==> src/rtl/iob_timer_sched.sv <==
// Round-robin scheduler sharing one iob_timer among N_REQ requesters; each grant becomes a
// STOP / HIGH / LOW / RESET access sequence. Optional wait timeout: TIMER_SCHED_TIMEOUT_EN.
module iob_timer_sched #(
    parameter int N_REQ       = 4,
    parameter int TIMEOUT_CYC = 16,
    localparam int ID_W       = (N_REQ > 1) ? $clog2(N_REQ) : 1
) (
    input  logic               clk,
    input  logic               rst,
    input  logic [N_REQ-1:0]   req,
    input  logic [2*N_REQ-1:0] op,
    output logic [N_REQ-1:0]   ack,
    output logic [ID_W-1:0]    grant_id,
    output logic [63:0]        sample,
    output logic               sample_vld,
    output logic               busy,
    output logic               err,
    output logic               t_valid,
    output logic [1:0]         t_address,
    output logic [31:0]        t_wdata,
    input  logic [31:0]        t_rdata,
    input  logic               t_ready
);

    localparam logic [1:0] ADDR_RESET = 2'd0;
    localparam logic [1:0] ADDR_STOP  = 2'd1;
    localparam logic [1:0] ADDR_HIGH  = 2'd2;
    localparam logic [1:0] ADDR_LOW   = 2'd3;

    localparam logic [1:0] OP_SAMPLE     = 2'd0;
    localparam logic [1:0] OP_SAMPLE_CLR = 2'd1;
    localparam logic [1:0] OP_CLEAR      = 2'd2;

    if (N_REQ < 1 || TIMEOUT_CYC < 1) begin : g_param_check
        $error("iob_timer_sched: N_REQ and TIMEOUT_CYC must be >= 1");
    end

    typedef enum logic [3:0] {
        IDLE, STOP, STOP_W, HI, HI_W, LO, LO_W, CLR, CLR_W, DONE
    } state_t;

    state_t          state, state_nxt;
    logic [ID_W-1:0] rr;
    logic [1:0]      op_q;
    logic            found;
    logic [ID_W-1:0] pick;
    logic [ID_W:0]   cand;
    logic [1:0]      op_pick;
    logic            timeout;
    logic            aborted;

    // First requester at or after the rotation pointer, wrapping around.
    always_comb begin
        found = 1'b0;
        pick  = rr;
        cand  = '0;
        for (int i = 0; i < N_REQ; i++) begin
            cand = {1'b0, rr} + (ID_W+1)'(i);
            if (cand >= (ID_W+1)'(N_REQ))
                cand = cand - (ID_W+1)'(N_REQ);
            if (!found && req[cand[ID_W-1:0]]) begin
                found = 1'b1;
                pick  = cand[ID_W-1:0];
            end
        end
        op_pick = op[{pick, 1'b0} +: 2];
        if (op_pick == 2'd3)
            op_pick = OP_SAMPLE;
    end

    // Timer bus: t_valid is a single-cycle request; the matching *_W state then waits,
    // with t_valid low, for the t_ready pulse that completes it (one access outstanding).
    always_comb begin
        state_nxt = state;
        t_valid   = 1'b0;
        t_address = 2'd0;
        t_wdata   = 32'd0;
        case (state)
            IDLE:   if (found) state_nxt = (op_pick == OP_CLEAR) ? CLR : STOP;
            STOP:   begin t_valid = 1'b1; t_address = ADDR_STOP; state_nxt = STOP_W; end
            STOP_W: if (t_ready) state_nxt = HI; else if (timeout) state_nxt = DONE;
            HI:     begin t_valid = 1'b1; t_address = ADDR_HIGH; state_nxt = HI_W; end
            HI_W:   if (t_ready) state_nxt = LO; else if (timeout) state_nxt = DONE;
            LO:     begin t_valid = 1'b1; t_address = ADDR_LOW; state_nxt = LO_W; end
            LO_W:   if (t_ready) state_nxt = (op_q == OP_SAMPLE_CLR) ? CLR : DONE;
                    else if (timeout) state_nxt = DONE;
            CLR:    begin
                        t_valid   = 1'b1;
                        t_address = ADDR_RESET;
                        t_wdata   = 32'd1;
                        state_nxt = CLR_W;
                    end
            CLR_W:  if (t_ready) state_nxt = DONE; else if (timeout) state_nxt = DONE;
            DONE:   state_nxt = IDLE;
            default: state_nxt = IDLE;
        endcase
    end

    always_ff @(posedge clk or posedge rst) begin
        if (rst)
            state <= IDLE;
        else
            state <= state_nxt;
    end

    always_ff @(posedge clk or posedge rst) begin
        if (rst) begin
            grant_id <= '0;
            op_q     <= OP_SAMPLE;
            rr       <= '0;
            sample   <= 64'd0;
        end else begin
            if (state == IDLE && found) begin
                grant_id <= pick;
                op_q     <= op_pick;
            end
            if (state == HI_W && t_ready)
                sample[63:32] <= t_rdata;
            if (state == LO_W && t_ready)
                sample[31:0] <= t_rdata;
            if (state == DONE)
                rr <= (grant_id == ID_W'(N_REQ - 1)) ? '0 : grant_id + 1'b1;
        end
    end

`ifdef TIMER_SCHED_TIMEOUT_EN
    localparam int CNT_W = $clog2(TIMEOUT_CYC + 1);
    logic [CNT_W-1:0] wait_cnt;
    logic             abort_q;
    logic             in_wait;

    assign in_wait = (state == STOP_W) || (state == HI_W) || (state == LO_W) || (state == CLR_W);
    assign timeout = in_wait && !t_ready && (wait_cnt == CNT_W'(TIMEOUT_CYC - 1));

    always_ff @(posedge clk or posedge rst) begin
        if (rst) begin
            wait_cnt <= '0;
            abort_q  <= 1'b0;
        end else begin
            wait_cnt <= in_wait ? wait_cnt + 1'b1 : '0;
            if (timeout)
                abort_q <= 1'b1;
            else if (state == IDLE)
                abort_q <= 1'b0;
        end
    end

    assign aborted = abort_q;
    assign err     = (state == DONE) && abort_q;
`else
    assign timeout = 1'b0;
    assign aborted = 1'b0;
    assign err     = 1'b0;
`endif

    assign busy       = (state != IDLE);
    assign ack        = (state == DONE) ? (N_REQ'(1) << grant_id) : '0;
    assign sample_vld = (state == DONE) && (op_q != OP_CLEAR) && !aborted;

endmodule

==> config.mk <==
export PLATFORM = sky130hd
export DESIGN_NAME = iob_timer_sched
export DESIGN_NICKNAME = d
export VERILOG_FILES = /design/src/rtl/iob_timer_sched.sv
export SDC_FILE = /design/constraint.sdc
export NUM_CORES = 1
export LEC_CHECK = 0
export CAP_MARGIN = 20
export CORE_MARGIN = 3
export CORE_UTILIZATION = 38
export DETAILED_ROUTE_END_ITERATION = 8
export PLACE_DENSITY = 0.86
export SYNTH_ARGS = -nofsm -noshare
export SYNTH_HDL_FRONTEND = slang
export SYNTH_SLANG_ARGS = --single-unit
==> constraint.sdc <==
create_clock -name clk -period 2.14 [get_ports clk]
set_input_delay 0.428 -clock clk [delete_from_list [all_inputs] [get_ports clk]]
set_output_delay 0.428 -clock clk [all_outputs]
set_load 0.05 [all_outputs]
After elaboration in Yosys (flattened, before gate mapping)
Cells that the tools add are included.

Output and inout bits: 108. Register bits: 74. Input bits: 47. Logic and storage cells: 91.

Eq/ne operators: 19. $add $sub $neg: 8. Muxes and demuxes: 34. Reduce and logical (&&, ||, !) cells: 14. Magnitude comparators: 8. Shifts and indexed selects: 2.

Operators with widths (count): case mux 4 bit (9 select lines) (1); two-way mux 4 bit (7); two-way mux 2 bit (10); == test 4 x 3 -> 1 bit (second input constant) (4); < comparator 2 x 3 -> 1 bit (second input constant) (4); != test 2 bit (second input constant) (6); two-way mux 1 bit (10); >= comparator 3 bit (second input constant) (3); binary-select mux 1 bit (select 2 bit) (4); == test 4 x 2 -> 1 bit (second input constant) (2); == test 4 bit (second input constant) (2); variable part select 8 x 4 -> 2 bit (1); subtractor 2 x 1 -> 2 bit (second input constant) (4); logical AND 1 bit (7); adder 2 x 2 -> 3 bit (second input constant) (2); == test 2 bit (second input constant) (3); case mux 2 bit (3 select lines) (1); AND reduction 5 bit (1); == test 4 x 1 -> 1 bit (second input constant) (1); logical NOT 4 bit (1); nonzero test 4 bit (1); OR reduction 4 bit (1); << shifter 1 x 2 -> 4 bit (first input constant) (1); adder 2 x 1 -> 3 bit (second input constant) (1); 5 further kinds (7).

Longest topological paths before layout
Gate-level depths: netlist of the first run.

Word-level depth: 21. Mapped depth: 6. Gate-level depth less buffers: 5.

Least setup slack after synthesis of the first run
OpenSTA, ideal clock, no wires.

Kind: register -> output. From: register state[1]. To: output port sample_vld. Setup slack: -0.049 ns. Buffers on the path: 1. Data arrival time: 1.761 ns. Stages on the path, launching flop included: 5. Required time: 1.712 ns. Cell sequence: dfrtp_1 > buf_2 > nor2_2 > nand3_1 > a21oi_1.

Word-level cells in the longest chain between the ends: 2.

RTL lines: start, declared (RTL line 42) `state_t state, state_nxt;`; start signal, assigned (RTL line 103) `state <= state_nxt;`; == test 4 bit (RTL line 158) `assign sample_vld = (state == DONE) && (op_q != OP_CLEAR) && !aborted;`; logical AND 1 bit (RTL line 158); end, declared (RTL line 15) `output logic sample_vld,`.

Every way passes these cells.

Worst setup path in the final report of the first run
From: register grant_id[0]. To: output port grant_id[0].

RTL lines: start, declared (RTL line 13) `output logic [ID_W-1:0] grant_id,`; start signal, assigned (RTL line 114) `grant_id <= pick;`.

No word-level cell between the ends.

==> impl_metrics.yaml, run 1 <==
worst_setup_path:
  worstPathRequired_ps: 1710
  cp.depth: 1
  cp_top_family: "buffers and inverters"
  crit_arrival_ps: 1600
  regToRegSetupSlack_ps: 280
  cp.buffers_inverters: 1
  start_kind: "flip-flop"
  cp_max_fo: 6
  crit_type: "reg -> out"
  crit_start: "grant_id[0]"
  reg2reg_from: "state[3]"
  cp-end-kind: "primary output"
  worstPathCellList: "clkdlybuf4s50_1"
  critPathSlowestCell: "clkdlybuf4s50_1"
  slowest_delay_ps: 840
  ff2ff_path_depth: 4
cells_and_area:
  final_common_cell: "clkdlybuf4s50_1"
  final_cell_mix: "112 x clkdlybuf4s50_1, 71 x dfrtp_1, 63 x mux2_2"
  antenna_cells: 0
  drive_above_1_share_pct: 26.2
  layout.nets: 470
  syn2layout_area_growth_pct: 45.5
  fin_util_pct: 57.8
job:
  max_cap_viol_count: 0
floorplanning:
  die_h_um: 102
  dieArea_sq_um: 10400
  std_cell_rows: 34
  die_x_um: 102
  core_area_sq_um: 8850
  io_pins: 155
  initial_core_util_pct: 39.7
synth:
  synthCells: 286
  yosys_register_bits: 74
  synth-adder-area-share_pct: 1.42
  yosysWarnings: 0
  ys_types: 42
  synth_top_family_by_area: "multiplexers"
  synth_xor_area_share_pct: 0.249
  yosysTopAreaCell: "dfrtp_1"
  yosysSeqAreaShare_pct: 52.7
  post_synth.cell_area_avg_sq_um: 12.3
  netlist_top_cells_area: "dfrtp_1 53%, mux2_2 20%, buf_4 7.5%, ha_1 1.4%, nand2_1 1.3%"
  netlist.area_leader.share_pct: 52.7
  synth.area.mux_share_pct: 21.3
  synth_area_sq_um: 3520
  yosys.area_share.simple_pct: 9.46
  synth-compound-area-share_pct: 5.12
timing:
  setup_slack_ps: 108
  fin_crit_sh_pct: 95.0
  rsz0062_at_grt: "false"
  slew_headroom_pct: 65.0
  finClkSkew_ps: 14.8
  setup_viol: 0
  final_max_slew_viol_count: 0
  worst_pin_slew_ps: 524
  finalCriticalPeriod_ps: 2030
  hold_viol_final: 0
  fin_hold_ws_ps: 508
  fmax_mhz: 492
route:
  num_vias: 2568
  via_per_inst: 4.83
  ant_nets: 0
  wl_um: 7990
  first_pass_iters: 4
  drcViolationCount: 0
  wl_per_cell_um: 15.0
  first_iter_violations: 48
clock_network:
  cts_buffers: 9
  path_clk_slew_ps: 80
  clkLatencyLatePin_ps: 340
  hold_buffers: 0
  clockRootBuffer: "clkbuf_8"
  cts_tree: "done"
  h-tree-depth: 3
  clock_path_buffers: 2
  clock_sinks: 74
power_and_ir_drop:
  p_leak_nw: 2.22
  power.density_nw_per_um2: 1820
  irDropWorstVdd_v: 0.000609
  total_power_w: 0.00930
global_routing:
  grt_pass1_wl_um: 12900
  grt_pass1_vias: 2657
  antenna_found_initial: 0
  track_usage_pct: 15.6
  grt-ovfl-total: 0
  grt_max_degree: 75
min_path:
  hold_start: "sample[62]"
  min_path_cells: 1
  hold_class: "reg -> reg"
outcome:
  status: "finished clean"
placement:
  pre_cts_ws_ps: -162
  port_buffers: 122
  dp_hpwl_um: 6120
  gp_congestion: 0.916
[cells by family (layout without fill, tap and decap cells)]
logic type | Yosys count | in the layout
AND/OR/NAND/NOR | 58 | 58
flip-flops | 74 | 74
AO/OA/AOI/OAI | 27 | 27
other | 1 | 32
multiplexers | 67 | 67
adder cells (fa/ha/maj) | 4 | 4
XOR/XNOR | 1 | 1
buffers and inverters | 54 | 161
[sequential cells by signal (all words and copies together) (netlist names)]
name and cells:
rr 2, grant_id 2, state 4, sample 64, op_q 2
[stage by stage]
stage	cell area [sq um]	setup TNS [ps]	instances
final	5120	0	532
after global routing	5120	0	532
after CTS	5110	0	532
after detailed placement	4930	-460	516
after global placement	4930	-53.8	516
after floorplan	3640	0	317
[layer usage]
layer | global-route usage (%) | part of all wire (%)
met3 | 3.69 | 6.6
met2 | 27.4 | 52
met5 | 0 | 0
met4 | 4.84 | 0.93
met1 | 18.9 | 40
[report_power, final]
| part | internal [W] | total (W) | switching [W] | leakage, nW |
|---|---|---|---|---|
| sequential | 0.00210 | 0.00258 | 0.000478 | 0.891 |
| combinational | 0.00216 | 0.00571 | 0.00356 | 1.24 |
| clock | 0.000441 | 0.00101 | 0.000568 | 0.0848 |
| total | 0.00470 | 0.00930 | 0.00460 | 2.22 |
[what timing repair did]
action	CTS	global route
buffers inserted	0	0
endpoints found under the setup margin	0	6
gates resized for setup	0	3
[worst paths after layout]
| path | end |
|---|---|
| worst max-delay path | grant_id[0] |
| worst min-delay path | sample[62] |
| worst max register to register | sample[9] |
| worst min register to register | sample[62] |
| max in group asynchronous | state[2] |
| min in group asynchronous | sample[2] |
[cell usage after synthesis (all sizes together)]
library cell  instances
nor2b                 6
nor3                  3
o2111ai               1
buf                  39
dfrtp                74
a31oi                 2
nor4                  2
nor3b                 3
xnor2                 1
conb                  1
a311oi                3
clkbuf                5
nand4                 1
nor4b                 1
a21oi                 5
a21o                  1
a221o                 1
o211ai                1
o21ai                 7
o21ba                 1
or4                   1
and3                  2
and2                  4
mux2i                 3
inv                  10
nor2                 11
and4                  3
o22ai                 1
nand2b                3
nand2                12
a32oi                 1
nand3                 5
a211oi                2
mux2                 64
o31ai                 1
or2b                  1
ha                    4
[cell type report]
| class | count | area (sq um) |
|---|---|---|
| Inverter | 10 | 41.3 |
| Fill cell | 722 | 3730 |
| Clock buffer | 9 | 124 |
| Timing Repair Buffer | 135 | 1460 |
| Clock inverter | 7 | 60.1 |
| Multi-Input combinational cell | 189 | 1450 |
| Tap cell | 108 | 135 |
| Sequential cell | 74 | 1860 |
(Power assumes the default switching activity.)
==> inputs of run 2 (changes only) <==
- CELL_PAD_IN_SITES_DETAIL_PLACEMENT: not set -> 0
- CELL_PAD_IN_SITES_GLOBAL_PLACEMENT: not set -> 1
- CORE_UTILIZATION: 38 -> 34
- PLACE_DENSITY: 0.86 -> 0.94
- clock period: 2.14 -> 2.4 ns (I/O delays scaled with it)
==> run 2 against run 1 <==
Compared with the run above:
- sequential cell count stayed put
- setup slack improved by 93 ps
- routed wire length grew 3.2%
- register-to-register slack better by 230 ps
- sequential power is 12% lower
- sequential share of layout area up 0.55 points
- largest cell class unchanged
- highest routed layer unchanged
==> impl_metrics.yaml, run 2 (synthesis results as in run 1) <==
outcome:
  status: "finished clean"
placement:
  dp_hpwl_um: 6190
  pre_cts_ws_ps: 81.1
  port_buffers: 122
  place_inst: 537
  placed_cell_area_sq_um: 4860
  gp_congestion: 0.870
power_and_ir_drop:
  power.density_nw_per_um2: 1610
  total_power_w: 0.00812
  irDropWorstVdd_v: 0.000742
  p_leak_nw: 2.18
cells_and_area:
  layout.nets: 466
  fin_cells: 553
  largestRegisters: "sample x64, state x4"
  final_cell_mix: "112 x clkdlybuf4s50_1, 74 x dfrtp_1, 63 x mux2_2"
  final_common_cell: "clkdlybuf4s50_1"
  antenna_cells: 0
  largest_register_ffs: 64
  regMostFlops: "sample"
  fillCellCount: 908
  drive_above_1_share_pct: 24.3
  syn2layout_area_growth_pct: 43.1
  design_area_sq_um: 5030
clock_network:
  clockRootBuffer: "clkbuf_8"
  postCtsSetupBuffers: 0
  path_clk_slew_ps: 80
  cts_resized: 0
  clock_sinks: 74
  clkLatencyLatePin_ps: 350
  clock_path_buffers: 2
  hold_buffers: 0
  h-tree-depth: 3
  cts_buffers: 9
  cts_tree: "done"
timing:
  worst_pin_slew_ps: 577
  slew_headroom_pct: 61.2
  setup_slack_ps: 201
  rsz0062_at_grt: "false"
  hold_viol_final: 0
  setup-tns-final_ps: 0
  finalCriticalPeriod_ps: 2200
  setup_viol: 0
  fin_crit_sh_pct: 91.6
  final_max_slew_viol_count: 0
  fmax_mhz: 455
  finClkSkew_ps: 10.5
worst_setup_path:
  cp_top_family: "flip-flops"
  worstPathCellList: "nor2_2 -> nand3_1 -> a21oi_1 -> buf_12"
  cp.buffers_inverters: 1
  regToRegSetupSlack_ps: 510
  crit_start: "state[1]"
  worstPathRequired_ps: 1920
  critPathSlowestCell: "dfrtp_1"
  cp_max_fo: 10
  crit_type: "reg -> out"
  reg2reg_from: "state[3]"
  crit_arrival_ps: 1720
  cp-end-kind: "primary output"
  start_kind: "flip-flop"
  slowest_delay_ps: 500
floorplanning:
  die_h_um: 108
  dieArea_sq_um: 11600
  io_pins: 155
  initial_core_util_pct: 35.5
  std_cell_rows: 36
  die_x_um: 108
  core_area_sq_um: 9910
global_routing:
  grt_max_degree: 75
  grt_pass1_wl_um: 12900
  track_usage_pct: 14.1
  grt_pass1_vias: 2563
  antenna_found_initial: 0
  grt-ovfl-total: 0
route:
  first_pass_iters: 4
  drcViolationCount: 0
  via_per_inst: 4.64
  ant_nets: 0
  wl_per_cell_um: 14.9
  first_iter_violations: 76
  wl_um: 8240
  num_vias: 2568
min_path:
  hold_class: "reg -> reg"
  hold_start: "sample[13]"
job:
  max_cap_viol_count: 0
run 2: cell types whose count changed in the layout (fill, tap and decap cells not counted), sizes merged:
cell / previous run / this run
clkbuf: 9 / 10
inv: 13 / 11
clkinvlp: 4 / 2
buf: 23 / 19
clkinv: 0 / 3
run 2: path summary, 6_finish.rpt:
kind | endpoint | cells after the start
max | sample_vld | 4
min | sample[13] | 1
max reg2reg | sample[11] | 4
min reg2reg | sample[13] | 1
max in group asynchronous | sample[15] | 3
min in group asynchronous | sample[38] | 3
run 2: worst reg2reg max path, stage by stage (launching register included):
cell and delay [ps]:
dfrtp_1 530, nor2_2 360, and4_1 320, buf_12 200, mux2_2 360
run 2: power breakdown:
| group | switching, W | internal [W] |
|---|---|---|
| registers | 0.000404 | 0.00187 |
| clock network | 0.000479 | 0.000377 |
| logic | 0.00317 | 0.00182 |
| total | 0.00405 | 0.00407 |
run 2: per-stage QoR:
step	hold slack [ps]	util [%]
final	493	50.8
after global routing	522	50.8
after CTS	497	50.8
after detailed placement	479	49.1
after global placement	468	49.1
after floorplan	484	-
run 2: metal layers:
layer | global-route usage (%) | wire (um)
met5 | 0 | 0
met4 | 4.33 | 108
met3 | 3.66 | 618
met1 | 17.8 | 3460
met2 | 23.8 | 4060
run 2: layout make-up:
class | count | area, sq um | area share [%]
sequential | 74 | 1850 | 36.8
timing repair buffer | 131 | 1360 | 27.1
multi-input combinational | 189 | 1440 | 28.7
clock inverter | 6 | 42.5 | 0.845
inverter | 10 | 37.5 | 0.746
tap | 133 | 166 | 3.31
clock buffer | 10 | 128 | 2.54
